==> src/rtl/div_iter.sv <==
// div_iter: radix-2 restoring iterative divider with annul, divide-by-zero flag and busy.
// Define DIV_EARLY_TERM_EN to skip the dividend's leading zeros and finish early.
module div_iter #(
    parameter int WIDTH = 32
) (
    input  logic               clk,
    input  logic               rst,
    input  logic               signed_div_i,
    input  logic [WIDTH-1:0]   opdata1_i,
    input  logic [WIDTH-1:0]   opdata2_i,
    input  logic               start_i,
    input  logic               annul_i,
    output logic [2*WIDTH-1:0] result_o,
    output logic               ready_o,
    output logic               busy_o,
    output logic               div_zero_o
);
    localparam int CW = $clog2(WIDTH + 1);
    typedef enum logic [1:0] {IDLE, BY_ZERO, ON, END} state_t;
    state_t state;
    logic [WIDTH-1:0] dvd, dsr, rem, abs_a, abs_b, rem_n, quo_n, diff, start_dvd;
    logic [WIDTH:0] r_sh;
    logic [1:0] borrow;
    logic [CW-1:0] cnt, steps;
    logic neg_a, neg_b, q_neg, r_neg, ge;
    always_comb begin
        neg_a = signed_div_i & opdata1_i[WIDTH-1];
        neg_b = signed_div_i & opdata2_i[WIDTH-1];
        abs_a = neg_a ? -opdata1_i : opdata1_i;
        abs_b = neg_b ? -opdata2_i : opdata2_i;
        r_sh = {rem, dvd[WIDTH-1]};
        {borrow, diff} = {1'b0, r_sh} - {2'b00, dsr};
        ge = ~|borrow;
        rem_n = ge ? diff : r_sh[WIDTH-1:0];
        quo_n = {dvd[WIDTH-2:0], ge};
    end
    // dvd doubles as the quotient: dividend bits leave at the top, quotient bits enter at the bottom
`ifdef DIV_EARLY_TERM_EN
    logic [CW-1:0] clz;
    always_comb begin
        clz = CW'(WIDTH);
        for (int i = 0; i < WIDTH; i++) if (abs_a[i]) clz = CW'(WIDTH - 1 - i);
    end
    assign steps = (clz == CW'(WIDTH)) ? CW'(1) : CW'(WIDTH) - clz;
    assign start_dvd = abs_a << clz;
`else
    assign steps = CW'(WIDTH);
    assign start_dvd = abs_a;
`endif
    always_ff @(posedge clk or posedge rst) begin
        if (rst) begin
            state <= IDLE;
            result_o <= '0;
            ready_o <= 1'b0;
            busy_o <= 1'b0;
            div_zero_o <= 1'b0;
            cnt <= '0;
            dvd <= '0;
            dsr <= '0;
            rem <= '0;
            q_neg <= 1'b0;
            r_neg <= 1'b0;
        end else begin
            case (state)
                IDLE: if (start_i && !annul_i) begin
                    busy_o <= 1'b1;
                    if (opdata2_i == '0) state <= BY_ZERO;
                    else begin
                        state <= ON;
                        dvd <= start_dvd;
                        dsr <= abs_b;
                        rem <= '0;
                        cnt <= steps;
                        q_neg <= neg_a ^ neg_b;
                        r_neg <= neg_a;
                    end
                end
                BY_ZERO: begin
                    busy_o <= 1'b0;
                    state <= annul_i ? IDLE : END;
                    if (!annul_i) begin
                        result_o <= '0;
                        div_zero_o <= 1'b1;
                        ready_o <= 1'b1;
                    end
                end
                ON: if (annul_i) begin
                    state <= IDLE;
                    busy_o <= 1'b0;
                end else if (cnt == CW'(1)) begin
                    state <= END;
                    busy_o <= 1'b0;
                    ready_o <= 1'b1;
                    result_o <= {r_neg ? -rem_n : rem_n, q_neg ? -quo_n : quo_n};
                end else begin
                    rem <= rem_n;
                    dvd <= quo_n;
                    cnt <= cnt - CW'(1);
                end
                END: if (!start_i || annul_i) begin
                    state <= IDLE;
                    ready_o <= 1'b0;
                    div_zero_o <= 1'b0;
                end
            endcase
        end
    end
endmodule

==> config.mk <==
export PLATFORM = sky130hd
export DESIGN_NAME = div_iter
export DESIGN_NICKNAME = d
export VERILOG_FILES = /design/src/rtl/div_iter.sv
export SDC_FILE = /design/constraint.sdc
export NUM_CORES = 1
export LEC_CHECK = 0
export BUFFER_PORTS_ARGS = -buffer_cell sky130_fd_sc_hd__buf_2
export CORE_MARGIN = 1
export CORE_UTILIZATION = 61
export CTS_CLUSTER_DIAMETER = 200
export DETAILED_ROUTE_END_ITERATION = 6
export PLACE_DENSITY_LB_ADDON = 0.25
export SLEW_MARGIN = 20
export SYNTH_ARGS = -nofsm -noshare
export SYNTH_HDL_FRONTEND = slang
export SYNTH_SLANG_ARGS = --single-unit
==> constraint.sdc <==
create_clock -name clk -period 6.7 [get_ports clk]
set_input_delay 1.34 -clock clk [delete_from_list [all_inputs] [get_ports clk]]
set_output_delay 1.34 -clock clk [all_outputs]
set_load 0.01 [all_outputs]
==> metrics.txt, run 1 <==
syn nets=1708; n_diodes=0; Synth Flop Type=dfrtp_1; minimum clock period=5.72 ns; post-DP HPWL=26700 um; Critical Path RT=7.01 ns; drt wl/cell=18.7 um; CP Cell Sequence=inv_1 > ha_1 > fa_1 > nand2b_1 > a21oi_4 > o21ai_2 > o311a_4 > a21o_1 > nand2_4 > nand2_2 > o21ai_0 > ha_1 > nand2_1 > or3_1 > or2_1 > o41ai_2 > o2111ai_2 > o41ai_1 > xor2_1 > o21ai_1; Inst Count DP=1929; Final Core Density=69.5%; FMAX=175 MHz; initial antenna violation count=0; die area=0.0217 sq mm; Post-synth EDFFs=0; Final Hold Fails=0; asr flop ratio synth=100%; Seq cells post-synth=173; post-synthesis instance area=0.0129 sq mm; hold crit path type=register to register; Skew-Pair Late Insertion Delay=0.44 ns; die outline height=147 um; share of layout cells above drive strength 1=14.5%; filler cell count in the final layout=1706; clock sinks=173; Longest Clk Path Bufs=2; Die W=147 um; outcome=complete, no violations; vias in the first global route=11700; critical path arrival=6.03 ns; max_cap viols=0; worst setup margin=0.977 ns; Root Buffer=clkbuf_16; Hold Slack=0.476 ns; Mapped Cells=1595; Worst setup EP type=register; Total Power=5.78 mW; worst-path maximum fanout=12; slowest stage delay, CP=0.51 ns; Starting DRT DRC Count=1120; core box area=0.0205 sq mm; Final Max Slew Viols=0; Seq/Total Area, Yosys=33.6%; GRT overflow=0; clock-pin slew on the worst setup and hold paths=0.07 ns; slew of the pin with the lowest slew margin=1.06 ns; worst setup path class=register to register; GP Congestion=0.979; Top Ports=136; Setup Buffers After CTS=0; Unique masters post-synth=96; first-pass GRT wire length=59400 um; Setup WS pre-CTS=1.17 ns; Worst R2R Start=dvd[31]; CP dominant cell by count=ha_1; largest net degree at the start of global routing=76; Yosys warning count=0; Hold Path Origin=result_o[0]; Core Rows=52; via count=12500; syn_area_per_cell=8.08 sq um; worst IR drop on VDD=412 uV; DRT Pass-1 Iters=6; FF/Latch Area=0.00433 sq mm; drt total wl=36700 um; IO Port Bufs=135; Crit. Startpoint=dvd[31]; vias per std cell=6.39; TritonCTS Buffers=17; worst clock skew=0.0107 ns; CTS tree=done; Post-Route Setup TNS=0 ns; crit path max-delay cell type=o41ai_1; multi-input logic area=0.00794 sq mm; Final setup viols=0; Antenna Violating Nets Remaining=0; Tcrit/Tclk final=85.4%; RSZ-0062 raised after global routing=no; CTS Hold Bufs=0; Initial Utilization=62.9%; gr usage total=34.3%; DRC violations left=0; post_cts resized=0; Final Non-Filler Cells=1961; final net count=1791; CP startpoint kind=register; area grow syn2layout=10.4%; leakage=6.32 nW; Max transition margin=28.6%; finished layout cell area=0.0142 sq mm; H-tree levels=4; DP Area=0.0136 sq mm; PwrDens=406 mW/mm^2
==> cell type report <==
| type | instances | share of cell area (%) |
|---|---|---|
| multi-input combinational | 1274 | 55.7 |
| sequential | 173 | 30.4 |
| timing repair buffer | 148 | 5.43 |
| clock buffer | 17 | 2.99 |
| tap | 270 | 2.37 |
| inverter | 64 | 1.72 |
| clock inverter | 15 | 1.33 |
==> routing by layer <==
layer | vias up | track usage [%] | part of all wire (%)
met5 | - | 0 | 0
met4 | 0 | 14.8 | 4.3
li1 | 5874 | - | -
met1 | 5927 | 45.6 | 42
met2 | 586 | 55.8 | 46
met3 | 135 | 5.31 | 7.3
==> path summary, 6_finish.rpt <==
| path | endpoint | slack [ns] | cells after the start |
|---|---|---|---|
| worst max-delay path | result_o[56] | 0.98 | 20 |
| worst min-delay path | result_o[0] | 0.48 | 2 |
| worst max register to register | result_o[56] | 0.98 | 20 |
| worst min register to register | result_o[0] | 0.48 | 2 |
| max in group asynchronous | busy_o | 4.43 | 3 |
| min in group asynchronous | result_o[8] | 0.91 | 2 |
==> state kept, by name (all words and copies together) (netlist names) <==
signal	cells
busy_o	1
dvd	32
ready_o	1
dsr	32
result_o	64
r_neg	1
rem	32
state	2
q_neg	1
div_zero_o	1
cnt	6
==> power by group <==
group	internal, mW	total (mW)	leakage [nW]	switching [mW]
Clock	0.540	1.04	0.298	0.498
Combinational	1.06	3.02	3.77	1.96
Sequential	1.42	1.72	2.25	0.303
==> Yosys cell counts, types with 26 or more instances <==
cell type,n,area share [%]
dfrtp_1,173,34
clkbuf_1,43,1.3
inv_1,63,1.8
nor3_1,36,1.4
xor2_1,76,5.2
o21ai_0,200,7.8
a21oi_1,111,4.3
o21ai_1,27,1.0
nand2_1,249,7.2
o31ai_1,26,1.5
nand3_1,29,1.1
ha_1,43,4.2
buf_2,26,1.0
nor2_1,109,3.2
xnor2_1,59,4.0
==> cells in the final DEF (no fill, tap or decap), types with 10 or more instances in the layout <==
cell	n
a21o_1	11
a21oi_1	111
a31oi_1	10
and2_1	10
buf_2	135
buf_4	13
clkbuf_16	17
dfrtp_1	173
ha_1	42
inv_1	62
mux2i_1	13
nand2_1	249
nand2b_1	12
nand3_1	29
nand4_1	14
nor2_1	109
nor3_1	36
nor4_1	24
o21ai_0	199
o21ai_1	27
o31ai_1	26
or3_1	18
or4_1	10
xnor2_1	59
xor2_1	76
==> logic make-up after synthesis <==
logic type | share of synthesized area (%)
xor gates and xnor gates | 9.30
muxes | 1.36
DFF | 33.6
buffers and inverters | 5.00
and+or+nand+nor | 20.7
AOI/OAI and AO/OA | 25.8
adders and majority gates | 4.33
==> worst max-delay path, delay by kind of cell, from the launching register on <==
family / cells / cell delay (ns)
flops: 1 / 0.38
simple gates: 6 / 1.31
compound gates: 9 / 2.73
fa+ha+maj: 3 / 0.88
buf+inv: 1 / 0.09
xor+xnor: 1 / 0.19
No activity file was read; power rests on OpenSTA's default activity.
==> inputs of run 2 (changes only) <==
--- a/config.mk
+++ b/config.mk
@@ -10,6 +10,7 @@
 export CORE_UTILIZATION = 61
 export CTS_CLUSTER_DIAMETER = 200
 export DETAILED_ROUTE_END_ITERATION = 6
+export MAX_ROUTING_LAYER = met4
 export PLACE_DENSITY_LB_ADDON = 0.25
 export SLEW_MARGIN = 20
 export SYNTH_ARGS = -nofsm -noshare
==> run 2 against run 1 <==
Effect of this change: sequential share of layout area about the same; die area is the same; register-to-register slack got worse by 0.02 ns; fmax is 0.34% lower; critical path depth stayed put; critical path type unchanged; critical endpoint is now result_o[62]; largest cell class unchanged; largest power group unchanged.
==> metrics.txt, run 2 (synthesized netlist as in run 1, its figures left out) <==
clock sinks=173 (unchanged); via count=12300 (-1.8%); n_diodes=0 (unchanged); leakage=6.32 nW (about the same); clock-pin slew on the worst setup and hold paths=0.08 ns (about the same); Post-Route Setup TNS=0 ns (unchanged); internal power=2.99 mW (-1.0%); Sw Ratio=48.2% (+0.48 points); worst setup path class=register to register; CP startpoint kind=register; Hold Path Depth=2 (unchanged); CTS Hold Bufs=0 (unchanged); Starting DRT DRC Count=1035 (-7.6%); Root Buffer=clkbuf_16; drt wl/cell=19.3 um (+3.0%); share of layout cells above drive strength 1=14.5% (+0.042 points); H-tree levels=4 (unchanged); DRC violations left=0 (unchanged); Longest Clk Path Bufs=2 (unchanged); Top reg by flops=result_o; Hold Slack=0.478 ns (+0.00265 ns); Skew-Pair Late Insertion Delay=0.45 ns (about the same); Final Max Slew Viols=0 (unchanged); vias per std cell=6.26 (-1.9%); slew of the pin with the lowest slew margin=1.04 ns (-0.0265 ns); Inst Count DP=1931 (+0.10%); Tcrit/Tclk final=85.7% (+0.29 points); number of flip-flops in the largest register=64 (unchanged); critical path arrival=6.06 ns (+0.03 ns); Final Non-Filler Cells=1963 (+0.10%); Initial Utilization=62.9% (unchanged); first-pass GRT wire length=60800 um (+2.4%); IO Port Bufs=135 (unchanged); combinational share of power=52.6% (+0.3 points); area grow syn2layout=10.5% (about the same); Final setup viols=0 (unchanged); gr usage total=36.6% (+2.3 points); post-DP HPWL=27900 um (+4.7%); WHS Endpoint=result_o[20]; post_cts resized=0 (unchanged); Antenna Violating Nets Remaining=0 (unchanged); Max transition margin=29.0% (+0.36 points); Flop pwr share=29.9% (about the same); initial antenna violation count=0 (unchanged); clock power share=17.5% (-0.5 points); worst IR drop on VDD=382 uV (-7.4%); Worst setup EP type=register; hold crit path type=register to register; outcome=complete, no violations; TritonCTS Buffers=17 (unchanged); minimum clock period=5.74 ns (+0.0195 ns); max_cap viols=0 (unchanged); Reg-to-Reg End=result_o[62]; FF-to-FF setup slack=0.96 ns (-0.02 ns); vias in the first global route=11600 (-0.93%); die outline height=147 um (unchanged); drt total wl=37800 um (+3.1%); Setup Buffers After CTS=0 (unchanged); switching pwr=2.78 mW (+0.91%); Top Ports=136 (unchanged); Critical Path RT=7.02 ns (about the same); Worst R2R Start=dvd[31]; commonest non-fill, non-tap cells in the layout=nand2_1 (249), o21ai_0 (199), dfrtp_1 (173), buf_2 (135), a21oi_1 (111); GP Congestion=0.968 (-1.1%); largest net degree at the start of global routing=82 (+7.9%); worst-path maximum fanout=12 (unchanged); PwrDens=405 mW/mm^2 (-0.15%); most common cell after layout, fill and taps aside=nand2_1; RSZ-0062 raised after global routing=no; cell depth of the worst flop-to-flop path=20 (unchanged); Final Hold Fails=0 (unchanged); Core Rows=52 (unchanged); CTS tree=done; final net count=1793 (+0.11%); Hold Path Origin=result_o[20]; core box area=0.0205 sq mm (unchanged); GRT overflow=0 (unchanged); worst clock skew=0.0226 ns (+0.0118 ns); die area=0.0217 sq mm (unchanged); FMAX=174 MHz (-0.34%); DRT Pass-1 Iters=5 (-1); Die W=147 um (unchanged)
run 2: layout make-up:
type / count / area, sq um
clock buffers: 18 / 429
clock inverters: 14 / 173
fillers: 1747 / 6250
inverters: 64 / 245
multi-input cells: 1274 / 7940
flip-flops and latches: 173 / 4330
well taps: 270 / 338
repair buffers: 150 / 792
run 2: worst max path at each step:
| stage | from | endpoint | slack, ns | depth (start not counted) |
|---|---|---|---|---|
| floorplan | rst | busy_o | 0.67 | 1 |
| global placement | dvd[31] | result_o[62] | 1.28 | 20 |
| detailed placement | dvd[31] | result_o[50] | 1.20 | 20 |
| CTS | dvd[31] | result_o[56] | 1.12 | 20 |
| global route | dvd[31] | result_o[56] | 0.67 | 20 |
| finish | dvd[31] | result_o[62] | 0.96 | 20 |
run 2: stage by stage:
stage	power, mW	setup WS [ns]	area, sq um	util (%)
6_report	5.77	0.958	14200	69.5
2_1_floorplan	3.87	0.672	12900	-
3_3_place_gp	4.64	1.28	13600	66.5
3_5_place_dp	4.71	1.20	13600	66.5
5_1_grt	6.19	0.670	14200	69.5
4_1_cts	5.73	1.12	14200	69.5
run 2: per-layer routing:
metal	GRT usage, %	vias up	wire length, um
li1	-	5893	-
met1	49.3	5863	16300
met2	55.5	461	17500
met3	6.23	76	2760
met4	13.7	0	1250
met5	-	-	0
run 2: power by group through the flow:
| stage | logic (mW) | clock network, mW | registers, mW |
|---|---|---|---|
| 2_1_floorplan | 2.15 | 0 | 1.72 |
| 3_3_place_gp | 2.92 | 0 | 1.72 |
| 3_5_place_dp | 2.98 | 0 | 1.73 |
| 6_report | 3.04 | 1.01 | 1.72 |
| 5_1_grt | 3.36 | 1.06 | 1.77 |
| 4_1_cts | 3.00 | 1.02 | 1.72 |
run 2: worst max-delay path, stage by stage (launching register included):
cell and delay, ns:
dfrtp_1 0.37, inv_1 0.08, ha_1 0.22, fa_1 0.39
nand2b_1 0.22, a21oi_4 0.21, o21ai_2 0.15, o311a_4 0.42
a21o_1 0.36, nand2_4 0.26, nand2_2 0.14, o21ai_0 0.33
ha_1 0.26, nand2_1 0.07, or3_1 0.35, nand2b_1 0.17
a2111oi_0 0.83, a2111oi_1 0.19, nor3_1 0.32, a2111o_1 0.19
nand3_1 0.08
==> inputs of run 3 (changes only) <==
--- a/config.mk
+++ b/config.mk
@@ -7,7 +7,8 @@
 export LEC_CHECK = 0
 export BUFFER_PORTS_ARGS = -buffer_cell sky130_fd_sc_hd__buf_2
 export CORE_MARGIN = 1
-export CORE_UTILIZATION = 61
+export CORE_UTILIZATION = 62
+export CTS_BUF_LIST = sky130_fd_sc_hd__clkbuf_8
 export CTS_CLUSTER_DIAMETER = 200
 export DETAILED_ROUTE_END_ITERATION = 6
 export MAX_ROUTING_LAYER = met4
@@ -16,3 +17,4 @@
 export SYNTH_ARGS = -nofsm -noshare
 export SYNTH_HDL_FRONTEND = slang
 export SYNTH_SLANG_ARGS = --single-unit
+export TNS_END_PERCENT = 100
==> run 3 against run 2 <==
Effect of this change: clock skew down 0.0023 ns; fmax is 1.3% higher; final area down 1.5%; sequential share of layout area up 0.46 points; setup slack better by 0.075 ns; core utilization fell by 0.38 points; final cell count about the same; total power decreased by 5.0%; critical path depth stayed put; routed wire length down 3.8%; sequential power about the same; non-clock buffer count is 1 lower; largest power group unchanged.
==> metrics.txt, run 3 (synthesized netlist as in run 1, its figures left out) <==
gr usage total=35.7% (-0.90 points); first-pass GRT wire length=59100 um (-2.9%); Skew-Pair Late Insertion Delay=0.49 ns (+0.04 ns); Worst R2R Start=dvd[31]; Die W=146 um (-0.80%); Worst setup EP type=register; DRT Pass-1 Iters=6 (+1); Top reg by flops=result_o; post-DP HPWL=26900 um (-3.6%); Root Buffer=clkbuf_8; clock-pin slew on the worst setup and hold paths=0.11 ns (+0.03 ns); Final setup viols=0 (unchanged); IO Port Bufs=135 (unchanged); Final Max Slew Viols=0 (unchanged); Core Rows=52 (unchanged); Antenna Violating Nets Remaining=0 (unchanged); Critical Path RT=7.06 ns (+0.04 ns); Tcrit/Tclk final=84.6% (-1.1 points); post_cts resized=0 (unchanged); Initial Utilization=63.5% (+0.60 points); PwrDens=391 mW/mm^2 (-3.6%); vias in the first global route=11500 (-0.66%); GRT overflow=0 (unchanged); final net count=1792 (-0.056%); minimum clock period=5.67 ns (-0.0750 ns); CTS tree=done; clock sinks=173 (unchanged); TritonCTS Buffers=17 (unchanged); CTS Hold Bufs=0 (unchanged); worst IR drop on VDD=472 uV (+24%); Top Ports=136 (unchanged); number of flip-flops in the largest register=64 (unchanged); Post-Route Setup TNS=0 ns (unchanged); critical path arrival=6.02 ns (-0.04 ns); via count=12300 (+0.27%); hold crit path type=register to register; slew of the pin with the lowest slew margin=1.10 ns (+0.0603 ns); commonest non-fill, non-tap cells in the layout=nand2_1 (249), o21ai_0 (199), dfrtp_1 (173), buf_2 (135), a21oi_1 (111); Hold Path Origin=result_o[6]; worst setup path class=register to register; share of layout cells above drive strength 1=14.5% (about the same); die area=0.0214 sq mm (-1.6%); worst-path maximum fanout=12 (unchanged); worst clock skew=0.0203 ns (-0.00229 ns); area grow syn2layout=8.81%; FMAX=176 MHz (+1.3%); drt total wl=36400 um (-3.8%); vias per std cell=6.28 (+0.32%); H-tree levels=4 (unchanged); Max transition margin=26.3% (-2.6 points); initial antenna violation count=0 (unchanged); worst setup margin=1.03 ns (+0.0750 ns); Longest Clk Path Bufs=2 (unchanged); Starting DRT DRC Count=1010 (-2.4%); Setup WS pre-CTS=1.14 ns (-0.0674 ns); DRC violations left=0 (unchanged); FF-to-FF setup slack=1.03 ns (+0.08 ns); filler cell count in the final layout=1752 (+0.29%); Setup Buffers After CTS=0 (unchanged); Final Hold Fails=0 (unchanged); RSZ-0062 raised after global routing=no; n_diodes=0 (unchanged); leakage=6.23 nW (-1.5%); die outline height=146 um (-0.80%); GP Congestion=0.999 (+3.1%); drt wl/cell=18.5 um (-3.7%); outcome=complete, no violations; CP startpoint kind=register; max_cap viols=0 (unchanged); Crit. Startpoint=dvd[31]; largest net degree at the start of global routing=70 (-15%); core box area=0.0203 sq mm (-0.95%); most common cell after layout, fill and taps aside=nand2_1
==> run 3: critical path, cell delays in order, from the launching register on <==
cell and delay, ns:
dfrtp_1 0.39, inv_1 0.09, ha_1 0.23, fa_1 0.40, nand2b_1 0.23, a21oi_4 0.20
o21ai_2 0.15, o311a_4 0.42, a21o_1 0.35, nand2_4 0.26, nand2_2 0.13, o21ai_0 0.31
ha_1 0.26, nand2_1 0.07, or3_1 0.33, or2_1 0.29, o41ai_2 0.39, o2111ai_2 0.27
o41ai_1 0.47, xor2_1 0.20, o21ai_1 0.08
==> run 3: metal layers <==
layer / routed length (um) / global-route usage [%]
met3: 2370 / 5.78
met2: 16600 / 54.8
met1: 16200 / 47.5
met5: 0 / -
met4: 1230 / 13.9
==> run 3: layout make-up <==
class | instances | area [sq um] | area share (%)
clock buffers | 17 | 234 | 1.67
multi-input cells | 1274 | 7940 | 56.6
clock inverters | 15 | 166 | 1.19
flip-flops and latches | 173 | 4330 | 30.9
repair buffers | 149 | 781 | 5.56
well taps | 270 | 338 | 2.41
inverters | 64 | 245 | 1.75
==> run 3: where the power goes <==
part	internal, mW	total (mW)	leakage (nW)	switching [mW]
clock	0.286	0.765	0.202	0.480
combinational	1.07	3.00	3.78	1.94
sequential	1.41	1.71	2.25	0.299
==> run 3: path summary, 6_finish.rpt <==
kind,depth (start not counted),to
min,2,result_o[6]
min in group asynchronous,2,result_o[7]
max,20,result_o[56]
min reg2reg,2,result_o[6]
max reg2reg,20,result_o[56]
max in group asynchronous,3,rem[14]
==> run 3: through the flow <==
step	power (mW)	std cells	cell area (sq um)	utilization (%)	hold slack, ns
after floorplan	3.87	1595	12900	-	0.449
after global placement	4.61	1930	13600	67.1	0.456
after detailed placement	4.68	1930	13600	67.1	0.466
after CTS	5.45	1962	14000	69.1	0.489
after global routing	5.90	1962	14000	69.1	0.505
final	5.48	1962	14000	69.1	0.485
